**config.mk**
```make
export PLATFORM = sky130hd
export DESIGN_NAME = pak_dsp_cmd_bridge
export DESIGN_NICKNAME = d
export VERILOG_FILES = /design/src/rtl/pak_dsp_cmd_pkg.sv /design/src/rtl/pak_dsp_cmd_bridge.sv
export SDC_FILE = /design/constraint.sdc
export NUM_CORES = 1
export LEC_CHECK = 0
export ABC_AREA = 1
export CAP_MARGIN = 15
export CORE_MARGIN = 8
export CORE_UTILIZATION = 45
export CTS_CLUSTER_SIZE = 16
export DETAILED_ROUTE_END_ITERATION = 12
export GPL_TIMING_DRIVEN = 0
export PLACE_DENSITY_LB_ADDON = 0.05
export SLEW_MARGIN = 0
export SYNTH_ARGS = -nofsm -noshare
export SYNTH_HDL_FRONTEND = slang
export SYNTH_SLANG_ARGS = --single-unit
```
**constraint.sdc**
```tcl
create_clock -name clk -period 1.7 [get_ports clk]
set_clock_uncertainty 0.2 [all_clocks]
set_input_delay 0.34 -clock clk [delete_from_list [all_inputs] [get_ports clk]]
set_output_delay 0.34 -clock clk [all_outputs]
set_load 0.03 [all_outputs]
```
**src/rtl/pak_dsp_cmd_pkg.sv**
```systemverilog
// Shared definitions for the pak_dsp command bridge: FSM states and header field positions.
package pak_dsp_cmd_pkg;

    typedef enum logic [2:0] {
        S_HDR     = 3'd0,
        S_WR      = 3'd1,
        S_RD_ADDR = 3'd2,
        S_RD_WAIT = 3'd3,
        S_RD_RESP = 3'd4
    } state_t;

    localparam int OP_BIT  = 15;
    localparam int RSV_BIT = 14;
    localparam int LEN_MSB = 13;
    localparam int LEN_LSB = 8;

endpackage

```
**src/rtl/pak_dsp_cmd_bridge.sv**
```systemverilog
// Command-stream to register-bus initiator: parses header/payload words, drives
// single-cycle writes and returns read data through a one-entry response stage.
module pak_dsp_cmd_bridge
    import pak_dsp_cmd_pkg::*;
#(
    parameter int DATA_WIDTH = 16,
    parameter int ADDR_WIDTH = 6,
    parameter int ADDR_MAX   = 62,
    parameter int RD_LAT     = 1
) (
    input  logic                  clk,
    input  logic                  rst,
    input  logic [DATA_WIDTH-1:0] cmd_data_in,
    input  logic                  cmd_valid_in,
    output logic                  cmd_ready_out,
    output logic [DATA_WIDTH-1:0] rsp_data_out,
    output logic                  rsp_valid_out,
    input  logic                  rsp_ready_in,
    output logic [ADDR_WIDTH-1:0] addr,
    output logic                  write_en,
    output logic [DATA_WIDTH-1:0] wdata,
    input  logic [DATA_WIDTH-1:0] rdata,
    output logic                  busy,
    output logic                  err_sticky
);

    localparam logic [ADDR_WIDTH-1:0] AMAX = ADDR_WIDTH'(ADDR_MAX);

    // Both streams: a word moves on a rising edge where valid && ready; the
    // producer holds data stable while valid && !ready.
    state_t                  state;
    logic [5:0]              count;     // words remaining after the current one
    logic [ADDR_WIDTH-1:0]   wr_ptr;    // address of the next payload word to write
    logic                    cmd_fire;
    logic                    hdr_bad;
    logic [ADDR_WIDTH-1:0]   hdr_start;
    logic [5:0]              hdr_len;
    logic                    hdr_unused;

    function automatic logic [ADDR_WIDTH-1:0] next_addr(input logic [ADDR_WIDTH-1:0] a);
        return (a == AMAX) ? '0 : a + ADDR_WIDTH'(1);
    endfunction

    assign hdr_start  = cmd_data_in[ADDR_WIDTH-1:0];
    assign hdr_len    = cmd_data_in[LEN_MSB:LEN_LSB];
    assign hdr_bad    = cmd_data_in[RSV_BIT] || (hdr_start > AMAX);
    assign hdr_unused = ^cmd_data_in;

    assign cmd_ready_out = !rst && ((state == S_HDR) || (state == S_WR));
    assign cmd_fire      = cmd_valid_in && cmd_ready_out;
    assign busy          = (state != S_HDR);

    always_ff @(posedge clk) begin
        if (rst) begin
            state         <= S_HDR;
            count         <= '0;
            wr_ptr        <= '0;
            addr          <= '0;
            write_en      <= 1'b0;
            wdata         <= '0;
            rsp_data_out  <= '0;
            rsp_valid_out <= 1'b0;
            err_sticky    <= 1'b0;
        end else begin
            write_en <= 1'b0;
            case (state)
                S_HDR: begin
                    if (cmd_fire) begin
                        if (hdr_bad) begin
                            err_sticky <= 1'b1;
                        end else begin
                            count  <= hdr_len;
                            wr_ptr <= hdr_start;
                            addr   <= hdr_start;
                            state  <= cmd_data_in[OP_BIT] ? S_WR : S_RD_ADDR;
                        end
                    end
                end
                S_WR: begin
                    // The strobe lands the cycle after acceptance, so addr is
                    // loaded from wr_ptr together with wdata.
                    if (cmd_fire) begin
                        addr     <= wr_ptr;
                        wdata    <= cmd_data_in;
                        write_en <= 1'b1;
                        wr_ptr   <= next_addr(wr_ptr);
                        if (count == 6'd0) begin
                            state <= S_HDR;
                        end else begin
                            count <= count - 6'd1;
                        end
                    end
                end
                S_RD_ADDR: begin
                    if (RD_LAT == 0) begin
                        rsp_data_out  <= rdata;
                        rsp_valid_out <= 1'b1;
                        state         <= S_RD_RESP;
                    end else begin
                        state <= S_RD_WAIT;
                    end
                end
                S_RD_WAIT: begin
                    rsp_data_out  <= rdata;
                    rsp_valid_out <= 1'b1;
                    state         <= S_RD_RESP;
                end
                S_RD_RESP: begin
                    if (rsp_ready_in) begin
                        rsp_valid_out <= 1'b0;
                        addr          <= next_addr(addr);
                        if (count == 6'd0) begin
                            state <= S_HDR;
                        end else begin
                            count <= count - 6'd1;
                            state <= S_RD_ADDR;
                        end
                    end
                end
                default: state <= S_HDR;
            endcase
        end
    end

endmodule

```
# [After elaboration in Yosys (flattened, before gate mapping)]
# Cells that the tools add are included.
[word_totals] regBits=56 output_inout_bits=43 wordCells=69
[op_classes] add_sub_neg=3 magnitude_cmp=1 eq_ne=11 n_mux=26 bitwise_logic=1 reduce_logical=18
[ops] operator="two-way mux 6 bit" n=12
[ops] operator="case mux 6 bit (3 select lines)" n=2
[ops] operator="two-way mux 3 bit" n=5
[ops] operator="case mux 3 bit (5 select lines)" n=1
[ops] operator="adder 6 x 1 -> 6 bit, second input constant" n=2
[ops] operator="equality test 6 bit, second input constant" n=2
[ops] operator="case mux 6 bit (2 select lines)" n=1
[ops] operator="AND reduction 5 bit" n=2
[ops] operator="!= test 2 bit, second input constant" n=4
[ops] operator="equality test 3 x 2 -> 1 bit, second input constant" n=2
[ops] operator="> comparator 6 bit, second input constant" n=1
[ops] operator="zero test 6 bit" n=1
[ops] operator="nonzero test 3 bit" n=2
[ops] operator="subtractor 6 x 1 -> 6 bit, second input constant" n=1
[ops] operator="two-way mux 2 bit" n=2
[ops] operator="AND reduction 2 bit" n=2
[ops] operator="AND reduction 4 bit" n=1
[ops] operator="nonzero test 2 bit" n=2
[ops] operator="equality test 3 x 1 -> 1 bit, second input constant" n=1
[ops] operator="equality test 3 bit, second input constant" n=1
[ops] operator="zero test 3 bit" n=1
[ops] operator="AND reduction 3 bit" n=1
[ops] operator="logical AND 1 bit" n=2
[ops] operator="logical OR 1 bit" n=2
[ops] operator="6 further kinds" n=7

# [Longest topological paths before layout]
[depth] word_depth=6 ltp_mapped=11

# [Least setup slack after synthesis]
# OpenSTA, ideal clock, no wires.
[synth_path] kind="in2out" from="input port rst" to="output port cmd_ready_out" arrival_ns=1.178 required_time_ns=1.160 path_slack_ns=-0.018 cell_stages=3 path_cell_list="clkbuf_1 -> clkbuf_1 -> nor2_1"
[synth_via] elab_chain_cells=2
[synth_rtl] element="start: declaration" line_no="pak_dsp_cmd_bridge.sv:12" source="input logic rst,"
[synth_rtl] element="zero test 1 bit" line_no="pak_dsp_cmd_bridge.sv:49" source="assign cmd_ready_out = !rst && ((state == S_HDR) || (state == S_WR));"
[synth_rtl] element="logical AND 1 bit" line_no="pak_dsp_cmd_bridge.sv:49"
[synth_rtl] element="end: declaration" line_no="pak_dsp_cmd_bridge.sv:15" source="output logic cmd_ready_out,"
# No other way between the ends.

# [Worst setup path after layout]
[layout_path] from="register state[1]" to="output port busy"
[layout_via] elab_chain_cells=1
[layout_rtl] element="start: declaration" line_no="pak_dsp_cmd_bridge.sv:31" source="state_t state;"
[layout_rtl] element="start signal: assignment" line_no="pak_dsp_cmd_bridge.sv:75" source="state <= cmd_data_in[OP_BIT] ? S_WR : S_RD_ADDR;"
[layout_rtl] element="nonzero test 3 bit" line_no="pak_dsp_cmd_bridge.sv:51" source="assign busy = (state != S_HDR);"
[layout_rtl] element="end: declaration" line_no="pak_dsp_cmd_bridge.sv:23" source="output logic busy,"
# No other way between the ends.

==> results.sh <==
export IMPL_fmax_mhz=594
export IMPL_min_period_ps=1680
export IMPL_synthesis_nets=444
export IMPL_drive_above_1_share_pct=19.9
export IMPL_die_width_um=94.5
export IMPL_io_pins=79
export IMPL_routedWlPerCell_um=14.0
export IMPL_synth_area_top_cells="dfxtp_1 (40%), nand2_1 (14%), nor2_1 (9.6%)"
export IMPL_cts_root_buf="clkbuf_8"
export IMPL_port_buffers=77
export IMPL_synthDominantCellAreaShare_pct=40.4
export IMPL_setup_tns_ps=0
export IMPL_rsz0062_at_grt="true"
export IMPL_routed_wl_um=8150
export IMPL_drtAntennaViolNets=0
export IMPL_cp_end_kind="output port"
export IMPL_diodes=0
export IMPL_ys_warn_count=0
export IMPL_gp_congestion=0.852
export IMPL_cts_buffers=5
export IMPL_ys_seq_elements=56
export IMPL_fin_area_mm2=0.00407
export IMPL_dp_hpwl_um=5740
export IMPL_first_pass_iters=4
export IMPL_fp_row_count=28
export IMPL_drc_errors=0
export IMPL_final_cell_mix="nand2_1 (100), nor2_1 (64), dfxtp_1 (51)"
export IMPL_final_common_cell="nand2_1"
export IMPL_post_route_period_util_pct=99.1
export IMPL_syn_cell_area_mm2=0.00277
export IMPL_core_mm2=0.00596
export IMPL_initial_utilization_pct=46.6
export IMPL_drt_iter0_markers=156
export IMPL_cts_tree="built"
export IMPL_peakVddDrop_uv=461
export IMPL_r2r_slack_ps=50
export IMPL_critPathRequiredTime_ps=1160
export IMPL_clk_latency_ps=310
export IMPL_ys_types=29
export IMPL_critPathLaunchType="flop"
export IMPL_grt_use_total_pct=17.8
export IMPL_finalNonFillerCells=582
export IMPL_status="complete, no violations"
export IMPL_htree_num_levels=2
export IMPL_grt_pass1_vias=2767
export IMPL_postPlaceCellArea_mm2=0.00364
export IMPL_grt_remaining_overflow=0
export IMPL_drv_cap=0
export IMPL_hp_class="input pin to flop"
export IMPL_arrival_ps=1140
export IMPL_nets=548
export IMPL_grt_pass1_wl_um=13000
export IMPL_grt_antenna_before_repair=0
export IMPL_p_per_area_mw_per_mm2=740
export IMPL_design_die_area_mm2=0.00893
export IMPL_leakage_nw=1.93
export IMPL_numPlacedInstances=554
export IMPL_yosys_area_top_type="dfxtp_1"
export IMPL_clockBufferDepth=2
export IMPL_syn_to_final_growth_pct=46.8
export IMPL_dieHeight_um=94.5
export IMPL_grt_max_degree=19
export IMPL_drv_slew=0
export IMPL_vias=2919
export IMPL_crit_type="flop to output port"
export IMPL_cp_max_fo=4
export IMPL_postSynthAreaPerCell_um2=6.90
export IMPL_tightest_slew_ps=476
export IMPL_setup_viol=0
export IMPL_hold_violations=0
export IMPL_p_total_w=0.00301
export IMPL_syn_instance_count=402
export IMPL_max_slew_margin_pct=68.3
export IMPL_ys_seq_area_share_pct=40.4
export IMPL_cts_clk_slew_worst_paths_ps=100
export IMPL_avgViaCountPerCell=5.02
export IMPL_cts_num_sinks=56
## registers in the layout, summed over array words and instances (netlist names), 3 cells and up
name	flops
rsp_data_out	16
wdata	16
addr	6
count	6
wr_ptr	6
state	3
## what timing repair did
item,in CTS,in global routing
buffers inserted,12,6
endpoints found under the setup margin,84,47
hold buffers,0,0
gates cloned,0,3
gates resized for setup,85,53
pin swaps,5,12
## where the power goes
| part | switching (W) | internal [W] |
|---|---|---|
| Combinational | 0.000319 | 0.000247 |
| Clock | 0.000451 | 0.000593 |
| Sequential | 0.0000467 | 0.00135 |
## worst max-delay path, stage by stage, from the launching register on
cell     delay (ps)
dfxtp_4         370
inv_4            80
nand2_4          70
nor2_4          110
inv_2            60
buf_6           130
## metal layers
metal  global-route usage, %  vias to the layer above  part of all wire, %
met1                    20.4                     1360                   41
met3                    6.11                        9                  7.2
li1                        -                     1482                    -
met2                    30.8                       68                   50
met4                    4.55                        0                  1.2
met5                       0                        -                    0
## cell type report
type,count,area [um^2]
clock buffers,5,68.8
multi-input cells,301,1610
repair buffers,97,866
flip-flops and latches,56,1130
fillers,531,1890
inverters,33,136
well taps,75,93.8
plain buffers,12,92.6
clock inverters,3,68.8
## worst paths after layout
| path | start | cells after the start | to |
|---|---|---|---|
| max reg2reg | state[1] | 10 | count[0] |
| min | rst | 2 | wr_ptr[0] |
| max | state[1] | 5 | busy |
| min reg2reg | err_sticky | 2 | err_sticky |
## synthesized netlist by cell type
cell type    n
dfxtp_1     56
xnor2_1      2
nor3_1       8
inv_2        4
buf_2        3
buf_6        2
o21ai_2      1
a21oi_2      1
buf_8        1
clkbuf_1     7
nand2_4      5
nand2_1    105
nor3_4       2
inv_1       28
o22ai_1      1
ha_1         6
nand2_2      3
nand4_1      3
nor2_1      71
inv_6        1
a21oi_1     28
xor2_1       5
o21ai_1      1
nor2_4       2
nand3b_1     1
nor2_2       1
o21ai_0     32
or2_2        4
nand3_1     18
## through the flow
| stage | setup slack [ps] | hold slack, ps | util (%) |
|---|---|---|---|
| 2_1_floorplan | 35.0 | 270 | - |
| 4_1_cts | 5.39 | 122 | 64.8 |
| 5_1_grt | -34.9 | 142 | 68.3 |
| 3_5_place_dp | -741 | 242 | 61.1 |
| 6_report | 16.0 | 139 | 68.3 |
| 3_3_place_gp | -753 | 238 | 61.1 |
## kinds of logic after synthesis
kind of cell | count (synthesis) | synth area share [%]
flip-flops | 56 | 40.4
adder cells (fa/ha/maj) | 6 | 2.71
buffers and inverters | 46 | 7.49
XOR/XNOR | 7 | 2.21
AND/OR/NAND/NOR | 223 | 35.3
AO/OA/AOI/OAI | 64 | 11.9
Power figures use the tool's default switching activity.
